<file path="src/rtl/fp_mul_norm_round_pipe.sv">
`timescale 1ns/1ps
// Normalise/round/pack back end of the FP multiplier: S1 normalises the raw product, S2 rounds and packs.
// Define FPN_RNE_EN for round-to-nearest-even; otherwise the result is truncated toward zero.
module fp_mul_norm_round_pipe #(
    parameter int EXP_W = 8,
    parameter int MAN_W = 23,
    parameter int TAG_W = 4
) (
    input  logic                   clk,
    input  logic                   reset,
    input  logic                   in_valid,
    output logic                   in_ready,
    input  logic                   in_sign,
    input  logic [EXP_W+1:0]       in_exp,
    input  logic [2*MAN_W+1:0]     in_prod,
    input  logic [TAG_W-1:0]       in_tag,
    output logic                   out_valid,
    input  logic                   out_ready,
    output logic [EXP_W+MAN_W:0]   out_result,
    output logic                   out_overflow,
    output logic                   out_underflow,
    output logic                   out_inexact,
    output logic [TAG_W-1:0]       out_tag
);

    localparam int EW = EXP_W + 2;
    localparam logic signed [EW-1:0] EXP_MAX = {2'b00, {EXP_W{1'b1}}};

    logic                   r_s1_valid;
    logic                   r_s1_sign;
    logic signed [EW-1:0]   r_s1_exp;
    logic [MAN_W-1:0]       r_s1_mant;
    logic                   r_s1_guard;
    logic                   r_s1_sticky;
    logic                   r_s1_zero;
    logic [TAG_W-1:0]       r_s1_tag;

    logic                   r_out_valid;
    logic [EXP_W+MAN_W:0]   r_out_result;
    logic                   r_out_overflow;
    logic                   r_out_underflow;
    logic                   r_out_inexact;
    logic [TAG_W-1:0]       r_out_tag;

    logic                   w_s2_adv;
    logic                   w_s1_adv;

    assign w_s2_adv = !r_out_valid || out_ready;
    assign w_s1_adv = !r_s1_valid || w_s2_adv;
    assign in_ready = w_s1_adv;

    logic                   w_n_zero;
    logic signed [EW-1:0]   w_n_exp;
    logic [MAN_W-1:0]       w_n_mant;
    logic                   w_n_guard;
    logic                   w_n_sticky;

    // NOTE: every always_comb output gets a default first so no latch is inferred.
    always_comb begin
        w_n_zero   = (in_prod == '0);
        w_n_exp    = in_exp;
        w_n_mant   = in_prod[2*MAN_W-1:MAN_W];
        w_n_guard  = in_prod[MAN_W-1];
        w_n_sticky = |in_prod[MAN_W-2:0];
        if (in_prod[2*MAN_W+1]) begin
            w_n_exp    = in_exp + EW'(1);
            w_n_mant   = in_prod[2*MAN_W:MAN_W+1];
            w_n_guard  = in_prod[MAN_W];
            w_n_sticky = |in_prod[MAN_W-1:0];
        end
    end

    logic                   w_inc;
    logic [MAN_W:0]         w_sum;
    logic [MAN_W-1:0]       w_r_mant;
    logic signed [EW-1:0]   w_r_exp;
    logic [EXP_W+MAN_W:0]   w_result;
    logic                   w_overflow;
    logic                   w_underflow;
    logic                   w_inexact;

`ifdef FPN_RNE_EN
    assign w_inc = r_s1_guard & (r_s1_sticky | r_s1_mant[0]);
`else
    assign w_inc = 1'b0;
`endif

    // A carry out of the mantissa means it rolled over to 1.0 of the next binade.
    assign w_sum    = {1'b0, r_s1_mant} + (MAN_W+1)'(w_inc);
    assign w_r_mant = w_sum[MAN_W] ? '0 : w_sum[MAN_W-1:0];
    assign w_r_exp  = r_s1_exp + EW'(w_sum[MAN_W]);

    always_comb begin
        w_result    = {r_s1_sign, w_r_exp[EXP_W-1:0], w_r_mant};
        w_overflow  = 1'b0;
        w_underflow = 1'b0;
        w_inexact   = r_s1_guard | r_s1_sticky;
        if (r_s1_zero) begin
            w_result  = {r_s1_sign, {(EXP_W+MAN_W){1'b0}}};
            w_inexact = 1'b0;
        end else if (w_r_exp >= EXP_MAX) begin
            w_result   = {r_s1_sign, {EXP_W{1'b1}}, {MAN_W{1'b0}}};
            w_overflow = 1'b1;
            w_inexact  = 1'b1;
        end else if (w_r_exp[EW-1] || (w_r_exp == '0)) begin
            w_result    = {r_s1_sign, {(EXP_W+MAN_W){1'b0}}};
            w_underflow = 1'b1;
            w_inexact   = 1'b1;
        end
    end

    // NOTE: state is updated with non-blocking assignments so both stages shift on the same edge.
    always_ff @(posedge clk or negedge reset) begin
        if (!reset) begin
            r_s1_valid      <= 1'b0;
            r_s1_sign       <= 1'b0;
            r_s1_exp        <= '0;
            r_s1_mant       <= '0;
            r_s1_guard      <= 1'b0;
            r_s1_sticky     <= 1'b0;
            r_s1_zero       <= 1'b0;
            r_s1_tag        <= '0;
            r_out_valid     <= 1'b0;
            r_out_result    <= '0;
            r_out_overflow  <= 1'b0;
            r_out_underflow <= 1'b0;
            r_out_inexact   <= 1'b0;
            r_out_tag       <= '0;
        end else begin
            if (w_s1_adv) begin
                r_s1_valid <= in_valid;
                if (in_valid) begin
                    r_s1_sign   <= in_sign;
                    r_s1_exp    <= w_n_exp;
                    r_s1_mant   <= w_n_mant;
                    r_s1_guard  <= w_n_guard;
                    r_s1_sticky <= w_n_sticky;
                    r_s1_zero   <= w_n_zero;
                    r_s1_tag    <= in_tag;
                end
            end
            // Output registers only load on a real beat, so a stalled result stays put.
            if (w_s2_adv) begin
                r_out_valid <= r_s1_valid;
                if (r_s1_valid) begin
                    r_out_result    <= w_result;
                    r_out_overflow  <= w_overflow;
                    r_out_underflow <= w_underflow;
                    r_out_inexact   <= w_inexact;
                    r_out_tag       <= r_s1_tag;
                end
            end
        end
    end

    assign out_valid     = r_out_valid;
    assign out_result    = r_out_result;
    assign out_overflow  = r_out_overflow;
    assign out_underflow = r_out_underflow;
    assign out_inexact   = r_out_inexact;
    assign out_tag       = r_out_tag;

endmodule
</file>
<file path="config.mk">
export PLATFORM = sky130hd
export DESIGN_NAME = fp_mul_norm_round_pipe
export DESIGN_NICKNAME = d
export VERILOG_FILES = /design/src/rtl/fp_mul_norm_round_pipe.sv
export SDC_FILE = /design/constraint.sdc
export NUM_CORES = 1
export LEC_CHECK = 0
export CAP_MARGIN = 20
export CORE_AREA = 2 2 147 77
export DETAILED_ROUTE_END_ITERATION = 12
export DIE_AREA = 0 0 149 79
export PLACE_DENSITY_LB_ADDON = 0.05
export SLEW_MARGIN = 25
export SYNTH_ARGS = -nofsm -noshare
export SYNTH_HDL_FRONTEND = slang
export SYNTH_SLANG_ARGS = --single-unit
</file>
<file path="constraint.sdc">
create_clock -name clk -period 1.36 [get_ports clk]
set_input_delay 0.272 -clock clk [delete_from_list [all_inputs] [get_ports clk]]
set_output_delay 0.272 -clock clk [all_outputs]
set_load 0.03 [all_outputs]
</file>
Word-level counts from Yosys, hierarchy flattened
Index checks and enable logic that the tools add are counted.
{"block": "classes", "n_addsub": 1, "order_cmp": 1, "mux": 15, "bitwise_logic": 1, "reduce_logical": 11}
{"op": "$mux 31", "count": 3}
{"op": "$logic_not 48->1", "count": 1}
{"op": "$mux 23", "count": 1}
{"op": "$reduce_or 23->1", "count": 1}
{"op": "$reduce_or 22->1", "count": 1}
{"op": "$add 10x1->10 const B", "count": 1}
{"op": "$ge 10x9->1 const B", "count": 1}
{"op": "$logic_not 10->1", "count": 1}
{"op": "$mux 1", "count": 10}
{"op": "$mux 10", "count": 1}
{"op": "$reduce_and 2->1", "count": 2}
{"op": "$logic_or 1x1->1", "count": 3}
{"op": "$logic_not 1->1", "count": 2}
{"op": "$or 1x1->1", "count": 1}
{"block": "totals", "ff_bits": 82, "input_bits": 67, "output_inout_bits": 41, "wordCells": 43}

Longest topological paths before layout
{"block": "depth", "word_depth": 5, "mapped_depth": 6, "depth_no_buf": 5}

Worst setup path before layout
Ideal clock, no wire load.
{"block": "synth_timing", "kind": "register to register", "startpoint": "register r_out_valid (netlist: out_valid)", "endpoint": "register r_s1_exp[0]", "setup_time_ns": 0.123, "t_arrival_ns": 1.515, "path_slack_ns": -0.278, "stages_incl_launch_ff": 6, "synth_period_minus_slack_ns": 1.638, "cell_sequence": "dfrtp_1 -> nand3b_1 -> nand2_1 -> buf_4 -> buf_2 -> o21ai_1"}
{"block": "synth_between", "elab_chain_cells": 4}
{"item": "from (decl)", "line_no": "38", "text": "logic r_out_valid;"}
{"item": "from (signal assigned)", "line_no": "144", "text": "r_out_valid <= r_s1_valid;"}
{"item": "$logic_not 1->1", "line_no": "48", "text": "assign w_s2_adv = !r_out_valid || out_ready;"}
{"item": "$logic_or 1x1->1", "line_no": "48"}
{"item": "$logic_or 1x1->1", "line_no": "49", "text": "assign w_s1_adv = !r_s1_valid || w_s2_adv;"}
{"item": "named net in_ready", "line_no": "12", "text": "output logic in_ready,"}
{"item": "$reduce_and 2->1 (no line)"}
{"item": "to (signal assigned)", "line_no": "134", "text": "r_s1_exp <= w_n_exp;"}
{"item": "to (decl)", "line_no": "31", "text": "logic signed [EW-1:0] r_s1_exp;"}
The timed path passes the listed nets, and every way through them passes these cells.
A chain may end at the register's enable or synchronous reset.

Worst setup path after layout
{"block": "layout_timing", "startpoint": "register r_s1_exp[1]", "endpoint": "register r_out_result[3] (netlist: out_result[3])"}
{"block": "layout_between", "elab_chain_cells": 5, "word_cells_on_any_way": 6, "cone_classes": "1 x order compare; 3 x mux; 2 x reduce/logical"}
{"item": "parallel branches: the longest is 3 deep, another holds $ge 10x9->1"}
{"item": "$mux 31 *", "line_no": "101", "text": "end else if (w_r_exp >= EXP_MAX) begin"}
{"item": "$mux 31 *", "line_no": "98", "text": "if (r_s1_zero) begin"}
{"item": "to (signal assigned)", "line_no": "146", "text": "r_out_result <= w_result;"}
{"item": "to (decl)", "line_no": "39", "text": "logic [EXP_W+MAN_W:0] r_out_result;"}
Mark *: on every way between the ends.

==> flow_metrics.py <==
metrics = {
    "sta": {
        "setup_viol": 30,
        "layout_setup_ws_ns": -0.147,
        "timing.final.hold_violations": 0,
        "maxSlewViolCount": 0,
        "worst_pin_slew_ns": 0.435,
        "whs_ns": 0.313,
        "fmax_mhz": 664,
        "rsz0062_at_grt": "yes",
        "finalCritPeriodShare_pct": 111,
        "clock_skew_ns": 0.0111,
        "relSlewSlack_pct": 71.0,
        "fin_tns_setup_ns": -3.28,
        "post-route-min-period_ns": 1.51,
    },
    "power_and_ir_drop": {
        "cellLeakagePower_uw": 0.00273,
        "ir_drop_uv": 613,
        "p_total_uw": 7870,
        "power.density_nw_per_um2": 1330,
    },
    "setup_path": {
        "cp_top_family": "simple AND/OR/NAND/NOR gates",
        "worst-path-buf-inv": 1,
        "crit_type": "register to register",
        "cp-start-kind": "register",
        "critical_path.max_stage_delay_ns": 0.45,
        "required_ns": 1.58,
        "crit_chain": "nor4_4 -> and3_4 -> nor3_4 -> buf_12 -> a22o_1",
        "arrival_ns": 1.73,
        "path_max_fanout": 23,
        "worstSetupEndpointType": "register",
        "slowest_stage": "dfrtp_2",
    },
    "cells_and_area": {
        "design_area_um2": 5890,
        "post-route-util_pct": 55.5,
        "layout_common_cells": "79 x dfrtp_1, 78 x buf_4, 61 x clkdlybuf4s50_1, 57 x nand2_1, 34 x o21ai_1",
        "layout-drive-gt1-share_pct": 32.9,
        "antenna_cells": 0,
        "final_net_count": 573,
        "syn_to_final_growth_pct": 63.6,
        "final_common_cell": "dfrtp_1",
    },
    "floorplanning": {
        "die_h_um": 79,
        "pin_count": 108,
        "rows": 27,
        "coreArea_um2": 10600,
        "floorplan.initialDensity_pct": 34.0,
        "dieArea_um2": 11800,
        "fp.dieW_um": 149,
    },
    "global_route": {
        "grt_pass1_vias": 3158,
        "grt-ovfl-total": 0,
        "grt_max_degree": 34,
        "grt_antenna_before_repair": 0,
        "grt_util_all_layers_pct": 18.1,
        "grt_pass1_wl_mm": 16.3,
    },
    "run": {
        "maxCapViolations": 0,
    },
    "placed_design": {
        "placed_area_um2": 5480,
        "port_buffers": 107,
        "hpwlAfterDp_mm": 7.43,
        "gp_congestion": 0.755,
    },
    "clocking": {
        "cts_tree": "yes",
        "ctsRootBufferMaster": "clkbuf_16",
        "clock_path_buffers": 2,
        "clk_pin_slew_worst_paths_ns": 0.06,
        "numCtsBuffers": 9,
        "cts.sinks": 82,
        "cts-htree-levels": 3,
        "clock_latency_ns": 0.34,
    },
    "synthesis": {
        "synth_area_um2": 3600,
        "syn-num-nets": 390,
        "ys_warn_count": 0,
        "synth_cells": 322,
        "ys_ff_latch": 82,
        "synth_cell_type_count": 39,
        "yosysSeqAreaShare_pct": 57.0,
        "syn_avg_cell_area_um2": 11.2,
    },
    "drt": {
        "drt-pass1-iter-count": 4,
        "routed_wl_mm": 10.1,
        "drt_iter0_drc": 176,
        "routedWlPerCell_um": 15.3,
        "vias": 3145,
        "drtAntennaViolNets": 0,
        "drc_errors": 0,
        "routed_via_density": 4.80,
    },
    "min_path": {
        "hold_class": "input pin to register",
    },
    "run_status": {
        "outcome": "finished with violations",
        "violations": "setup timing",
    },
}
synthesized netlist by cell type, drive strengths merged:
library cell / n / area, um2
clkbuf: 4 / 15.0
mux2i: 25 / 250
a21oi: 1 / 5.00
xnor2: 5 / 43.8
o21bai: 1 / 11.3
xor2: 4 / 35.0
buf: 15 / 97.6
ha: 1 / 12.5
and3: 2 / 17.5
nor3: 5 / 36.3
dfrtp: 82 / 2050
inv: 2 / 7.51
a21o: 1 / 7.51
nand4: 7 / 43.8
a211o: 1 / 8.76
a22o: 24 / 210
o31ai: 1 / 7.51
nor2b: 1 / 6.26
nand2: 59 / 221
a211oi: 1 / 7.51
a221o: 6 / 60.1
nand3: 3 / 27.5
a31oi: 1 / 6.26
nor2: 11 / 43.8
nor4: 13 / 96.3
mux2: 5 / 56.3
and2: 1 / 6.26
o21ai: 36 / 180
nand3b: 1 / 7.51
nand2b: 3 / 21.3
state kept, by name, indices dropped and copies added (netlist names):
register,count
r_s1_mant,23
r_s1_sign,1
r_s1_valid,1
out_tag,4
r_s1_guard,1
r_s1_exp,10
out_result,32
out_overflow,1
r_s1_sticky,1
r_s1_tag,4
out_underflow,1
r_s1_zero,1
out_inexact,1
out_valid,1
cell families after synthesis:
kind of cell / synth area share (%)
AOI/OAI and AO/OA: 14.0
buffers and inverters: 3.33
adders and majority gates: 0.347
DFF: 57.0
muxes: 8.51
xor gates and xnor gates: 2.19
and+or+nand+nor: 14.7
where the power goes:
| part | leakage, uW | total, uW | switching, uW | internal (uW) |
|---|---|---|---|---|
| clock | 0.000141 | 2470 | 998 | 1470 |
| sequential | 0.00102 | 3150 | 306 | 2840 |
| combinational | 0.00156 | 2250 | 1130 | 1120 |
| total | 0.00273 | 7870 | 2440 | 5430 |
metrics by stage:
stage	worst slack, ns	instances
after floorplan	-0.136	322
after global placement	-0.359	631
after detailed placement	-0.443	631
after CTS	-0.121	652
after global routing	-0.175	655
final	-0.147	655
worst register-to-register path, stage by stage, from the launching register on:
cell and delay, ns:
dfrtp_2 0.45, nor4_4 0.29, and3_4 0.26, nor3_4 0.05, buf_12 0.16, a22o_1 0.19
layout make-up:
cell class                      count  area, um2
Multi-Input combinational cell    219       1530
Sequential cell                    82       2060
Clock buffer                       10        239
Inverter                            2       7.51
Fill cell                         943       4720
Timing Repair Buffer              191       1810
Tap cell                          145        181
Clock inverter                      6       66.3
metal layers:
metal  up-vias  GRT usage [%]  wire length, um
li1       1542              -                -
met1      1512           27.6             5330
met2        83           24.6             4070
met3         8           5.57              555
met4         0           4.76              101
met5         -              0                0
worst paths after layout:
path / start / depth (start not counted) / slack (ns) / end
min in group asynchronous: reset / 2 / 0.35 / r_s1_tag[3]$_DFFE_PN0P_
worst max register to register: r_s1_exp[1]$_DFFE_PN0P_ / 5 / -0.15 / out_result[3]$_DFFE_PN0P_
worst max-delay path: r_s1_exp[1]$_DFFE_PN0P_ / 5 / -0.15 / out_result[3]$_DFFE_PN0P_
max in group asynchronous: reset / 3 / 0.53 / out_valid$_DFFE_PN0P_
worst min register to register: r_s1_tag[1]$_DFFE_PN0P_ / 2 / 0.47 / r_s1_tag[1]$_DFFE_PN0P_
worst min-delay path: in_exp[1] / 3 / 0.31 / r_s1_exp[1]$_DFFE_PN0P_
repair_timing:
item | CTS | global route
gates cloned | 0 | 2
setup buffers | 4 | 2
hold buffers | 1 | 0
endpoints found under the hold margin | 14 | 0
gates resized for setup | 71 | 36
setup endpoints to repair | 64 | 62
pin swaps | 5 | 11
No activity file was read; power rests on OpenSTA's default activity.
==> patch 1 (same flow settings) <==
Add a define of `FPN_RNE_EN`.
--- a/src/rtl/fp_mul_norm_round_pipe.sv
+++ b/src/rtl/fp_mul_norm_round_pipe.sv
@@ -2,4 +2,6 @@
 // Normalise/round/pack back end of the FP multiplier: S1 normalises the raw product, S2 rounds and packs.
 // Define FPN_RNE_EN for round-to-nearest-even; otherwise the result is truncated toward zero.
+`define FPN_RNE_EN
+
 module fp_mul_norm_round_pipe #(
     parameter int EXP_W = 8,
Behaviour: not the same (Yosys sat finds a counterexample within 4 cycles, from zero or initial values and one cycle with reset low).
==> patch 1 against the original RTL <==
- the flow still finishes with violations (negative setup slack)
- critical path depth increased by 12
- worst setup slack worse by 1500 ps
- routed wire length is 63% higher
- final area is 43% higher
- first-iteration DRC count up 55%
- global-route usage up 8.7 points
- clock skew shrank 4.7 ps
- utilization rose by 24 points
- area after synthesis up 25%
- total power is 25% higher
- sequential cell count is the same
- critical endpoint is now out_result[13]
==> patch 1: results (changes against the original RTL) <==
metric	value	unit	change
status	complete, but fails checks		unchanged
violations	negative setup slack		unchanged
cts-root-buf	clkbuf_16		unchanged
synth_commonest_cells	86 x nand2_1, 82 x dfrtp_1, 42 x o21ai_0		was 82 x dfrtp_1, 59 x nand2_1, 34 x o21ai_1
grt_max_degree	35		was 34
critical_path_arrival	3220	ps	was 1730 ps
dp_cells	832		was 631
r2r-start	r_s1_mant[0]		was r_s1_exp[1]
cts_max_level	3		unchanged
async_reset_ff_share	100	%	unchanged
critPathMaxStageDelay	400	ps	was 450 ps
grt_pass1_wl	24.1	mm	was 16.3 mm
place_area	0.00713	mm²	was 0.00548 mm²
fin_cells	875		was 655
worstRegToRegCells	17		was 5
end_kind	flip-flop		unchanged
critPathSlowestCell	dfrtp_1		was dfrtp_2
io_buffers	107		unchanged
fillCellCount	648		was 943
numCtsBuffers	9		unchanged
gp_congestion	0.893		was 0.755
hold_class	in -> async		was in -> reg
avgSynthCellArea	9.58	µm²	was 11.2 µm²
crit_path_end	out_result[13]		was out_result[3]
grt_overflow_total	0		unchanged
synth_fp_nets	541		was 390
setup_violations	76		was 30
viasPerCell	5.39		was 4.80
globalRouteTotalUtil	26.8	%	was 18.1%
clk_path_buf_depth	2		unchanged
synth_top_flop_cell	dfrtp_1		unchanged
ys_types	47		was 39
yosys-top-cells-area	dfrtp_1 46%, nand2_1 7.2%, mux2i_1 5.6%		was dfrtp_1 57%, mux2i_1 6.9%, nand2_1 6.1%
leakage	3.77	nW	was 2.73 nW
wl_per_cell	18.7	µm	was 15.3 µm
clkTransAtPathRegs	60	ps	about the same
ys_seq_area_share	45.7	%	was 57.0%
antennaDiodeCount	0		unchanged
layout.nets	797		was 573
finClkSkew	6.41	ps	was 11.1 ps
yosys_warnings	0		unchanged
drc	0		unchanged
grt_pass1_vias	4450		was 3158
drive_above_1_share	46.2	%	was 32.9%
setup_slack	-1630	ps	was -147 ps
antenna_found_initial	0		unchanged
slew_headroom	73.2	%	was 71.0%
hpwl	11.3	mm	was 7.43 mm
dr.pass1.iters	4		unchanged
ir_worst_vdd	0.721	mV	was 0.613 mV
critPathKind	reg -> reg		unchanged
largest_reg_flops	32		unchanged
critPathMaxFanout	5		was 23
clk_latency	340	ps	about the same
drt_iter0_drc	272		was 176
## patch 1: where the power goes
group	switching, W	leakage [nW]	internal (W)
Combinational	0.00186	2.59	0.00203
Clock	0.00101	0.156	0.00165
Sequential	0.000398	1.02	0.00284
## patch 1: metrics by stage
stage / setup TNS [ps] / total power (W) / util, % / worst slack (ps)
6_report: -55220 / 0.00980 / 79.3 / -1630
4_1_cts: -50030 / 0.00939 / 74.2 / -1500
5_1_grt: -61460 / 0.0102 / 79.3 / -1750
3_3_place_gp: -61420 / 0.00646 / 67.2 / -1440
2_1_floorplan: -64490 / 0.00458 / - / -1830
3_5_place_dp: -64880 / 0.00653 / 67.2 / -1600
## patch 1: final cells by class
cell class / instances / area [µm²] / area share (%)
clock buffer: 11 / 243 / 2.88
clock inverter: 5 / 77.6 / 0.922
inverter: 6 / 25.0 / 0.297
multi-input combinational: 356 / 2990 / 35.5
sequential: 82 / 2050 / 24.4
tap: 145 / 181 / 2.16
timing repair buffer: 270 / 2850 / 33.9
## patch 1: metal layers
layer | wire [µm] | GRT usage, % | vias to the layer above
li1 | - | - | 2212
met4 | 102 | 4.95 | 0
met2 | 7030 | 37.5 | 179
met5 | 0 | 0 | -
met1 | 7900 | 41.8 | 2311
met3 | 1310 | 6.55 | 10
## patch 1: cells by family (layout without fill, tap and decap cells)
| group | Yosys count | count (layout) | synth area share (%) |
|---|---|---|---|
| and+or+nand+nor | 189 | 189 | 21.3 |
| AOI/OAI and AO/OA | 93 | 93 | 13.8 |
| DFF | 82 | 82 | 45.7 |
| muxes | 35 | 35 | 8.07 |
| xor gates and xnor gates | 34 | 34 | 6.63 |
| buffers and inverters | 31 | 292 | 3.15 |
| adders and majority gates | 5 | 5 | 1.39 |
## patch 1: worst min path at each step
stage,slack [ps],to,startpoint
after floorplan,-20,out_inexact,reset
after global placement,190,r_s1_mant[15],reset
after detailed placement,190,r_s1_mant[15],reset
after CTS,390,r_s1_mant[4],reset
after global routing,420,r_s1_mant[7],reset
final,380,r_s1_mant[15],reset
## patch 1: critical path, delay by kind of cell (launching register included)
family                     cells  cell delay, ps
DFF                            1             400
AOI/OAI and AO/OA              3             620
buffers and inverters          6             840
adders and majority gates      2             360
and+or+nand+nor                6             660
## patch 1: what timing repair did
action	CTS	global route
buffers inserted	7	14
endpoints found under the setup margin	64	88
pin swaps	16	37
resized for setup	77	113
cloned	6	4
hold buffers	1	0
hold endpoints to repair	20	0
==> patch 2 (same flow settings) <==
Without the edit above. Put one more register stage on the output `out_overflow`, with the module's reset. The value now appears one clock later. The other outputs are not delayed to match.
--- a/src/rtl/fp_mul_norm_round_pipe.sv
+++ b/src/rtl/fp_mul_norm_round_pipe.sv
@@ -156,5 +156,11 @@
     assign out_valid     = r_out_valid;
     assign out_result    = r_out_result;
-    assign out_overflow  = r_out_overflow;
+    always_ff @(posedge clk or negedge reset) begin
+        if (!reset) begin
+            out_overflow <= '0;
+        end else begin
+            out_overflow <= r_out_overflow;
+        end
+    end
     assign out_underflow = r_out_underflow;
     assign out_inexact   = r_out_inexact;
Formal check against the unedited RTL: not equivalent (Yosys sat finds a counterexample within 4 cycles, from zero or initial values and one cycle with reset low).
==> patch 2 against the original RTL <==
- the flow still finishes with violations (negative setup slack)
- hold slack gained 75 ps
- routed wire length shrank 1.3%
- clock power grew 8.1%
- largest power group unchanged
- total power grew 1.7%
- area after synthesis is essentially flat
- worst setup slack lost 6.5 ps
- first-iteration DRC count shrank 36%
- combinational power shrank 4%
- sequential cell count grew 1
- sequential share of layout area grew 0.74 points
- clock skew shrank 5.2 ps
- final area shrank 0.89%
==> patch 2: results (changes against the original RTL) <==
metric	value	unit	change
buffers	184		was 191
synth_commonest_cells	83 x dfrtp_1, 44 x nand2_1, 34 x o21ai_1		was 82 x dfrtp_1, 59 x nand2_1, 34 x o21ai_1
synth_fp_nets	377		was 390
status	complete, but fails checks		unchanged
dp_cells	616		was 631
crit_path_end	out_result[14]		was out_result[3]
crit_start	r_s1_exp[5]		was r_s1_exp[1]
yosys.area_share.adder	0.348	%	was 0.347%
drt-total-wl	9.92	mm	was 10.1 mm
num-multi-input-gates	208		was 219
worst_pin_slew	463	ps	was 435 ps
synth_compound_area_share	14.1	%	was 14.0%
wl_per_cell	15.6	µm	was 15.3 µm
wl_met3	670	µm	was 555 µm
setup_slack	-153	ps	was -147 ps
gp_congestion	0.752		was 0.755
fillCellCount	931		was 943
synth_mux_area_share	10.1	%	was 8.51%
violations	negative setup slack		unchanged
multi_input_area	0.00151	mm²	was 0.00153 mm²
post-place-ws	-579	ps	was -443 ps
non_clock_inverter_count	0		was 2
viasPerCell	4.69		was 4.80
syn_inst	309		was 322
seq-cell-share	35.6	%	was 34.9%
grt_max_degree	84		was 34
drive_above_1_share	31.2	%	was 32.9%
n_clock_buffer	12		was 10
finClkSkew	5.92	ps	was 11.1 ps
dr_wl_met2	4.11	mm	was 4.07 mm
wl_met1	5.04	mm	was 5.33 mm
grt_use_met3	5.46	%	was 5.57%
met2_usage	25.4	%	was 24.6%
leakage	2.66	nW	was 2.73 nW
tns	-3440	ps	was -3280 ps
drt_iter0_drc	112		was 176
ys_types	36		was 39
hpwl	7.24	mm	was 7.43 mm
setup_violations	32		was 30
use_met1	25.1	%	was 27.6%
## patch 2: cell count changes after synthesis, moves of 2 or more
cell / delta
nand2_1: -15
mux2_1: +5
buf_4: -2
inv_1: -2
## patch 2: worst min path at each step
stage                   end  slack, ps  cells past startpoint
2_1_floorplan   out_inexact        -20                      0
3_3_place_gp    r_s1_exp[7]        340                      2
3_5_place_dp    r_s1_exp[5]        340                      2
4_1_cts        out_overflow        390                      0
5_1_grt        out_overflow        410                      0
6_report       out_overflow        390                      0
## patch 2: report_power, final
group,internal (W),switching [W],leakage [nW]
Combinational,0.00105,0.00112,1.47
Sequential,0.00288,0.000283,1.03
Clock,0.00171,0.000965,0.159
## patch 2: timing repair
action                     CTS  global route
hold buffers                 1             0
setup endpoints to repair   72            91
hold endpoints to repair    83             0
gates resized for setup     75            34
pin swaps                    3             4
buffers inserted             3             0
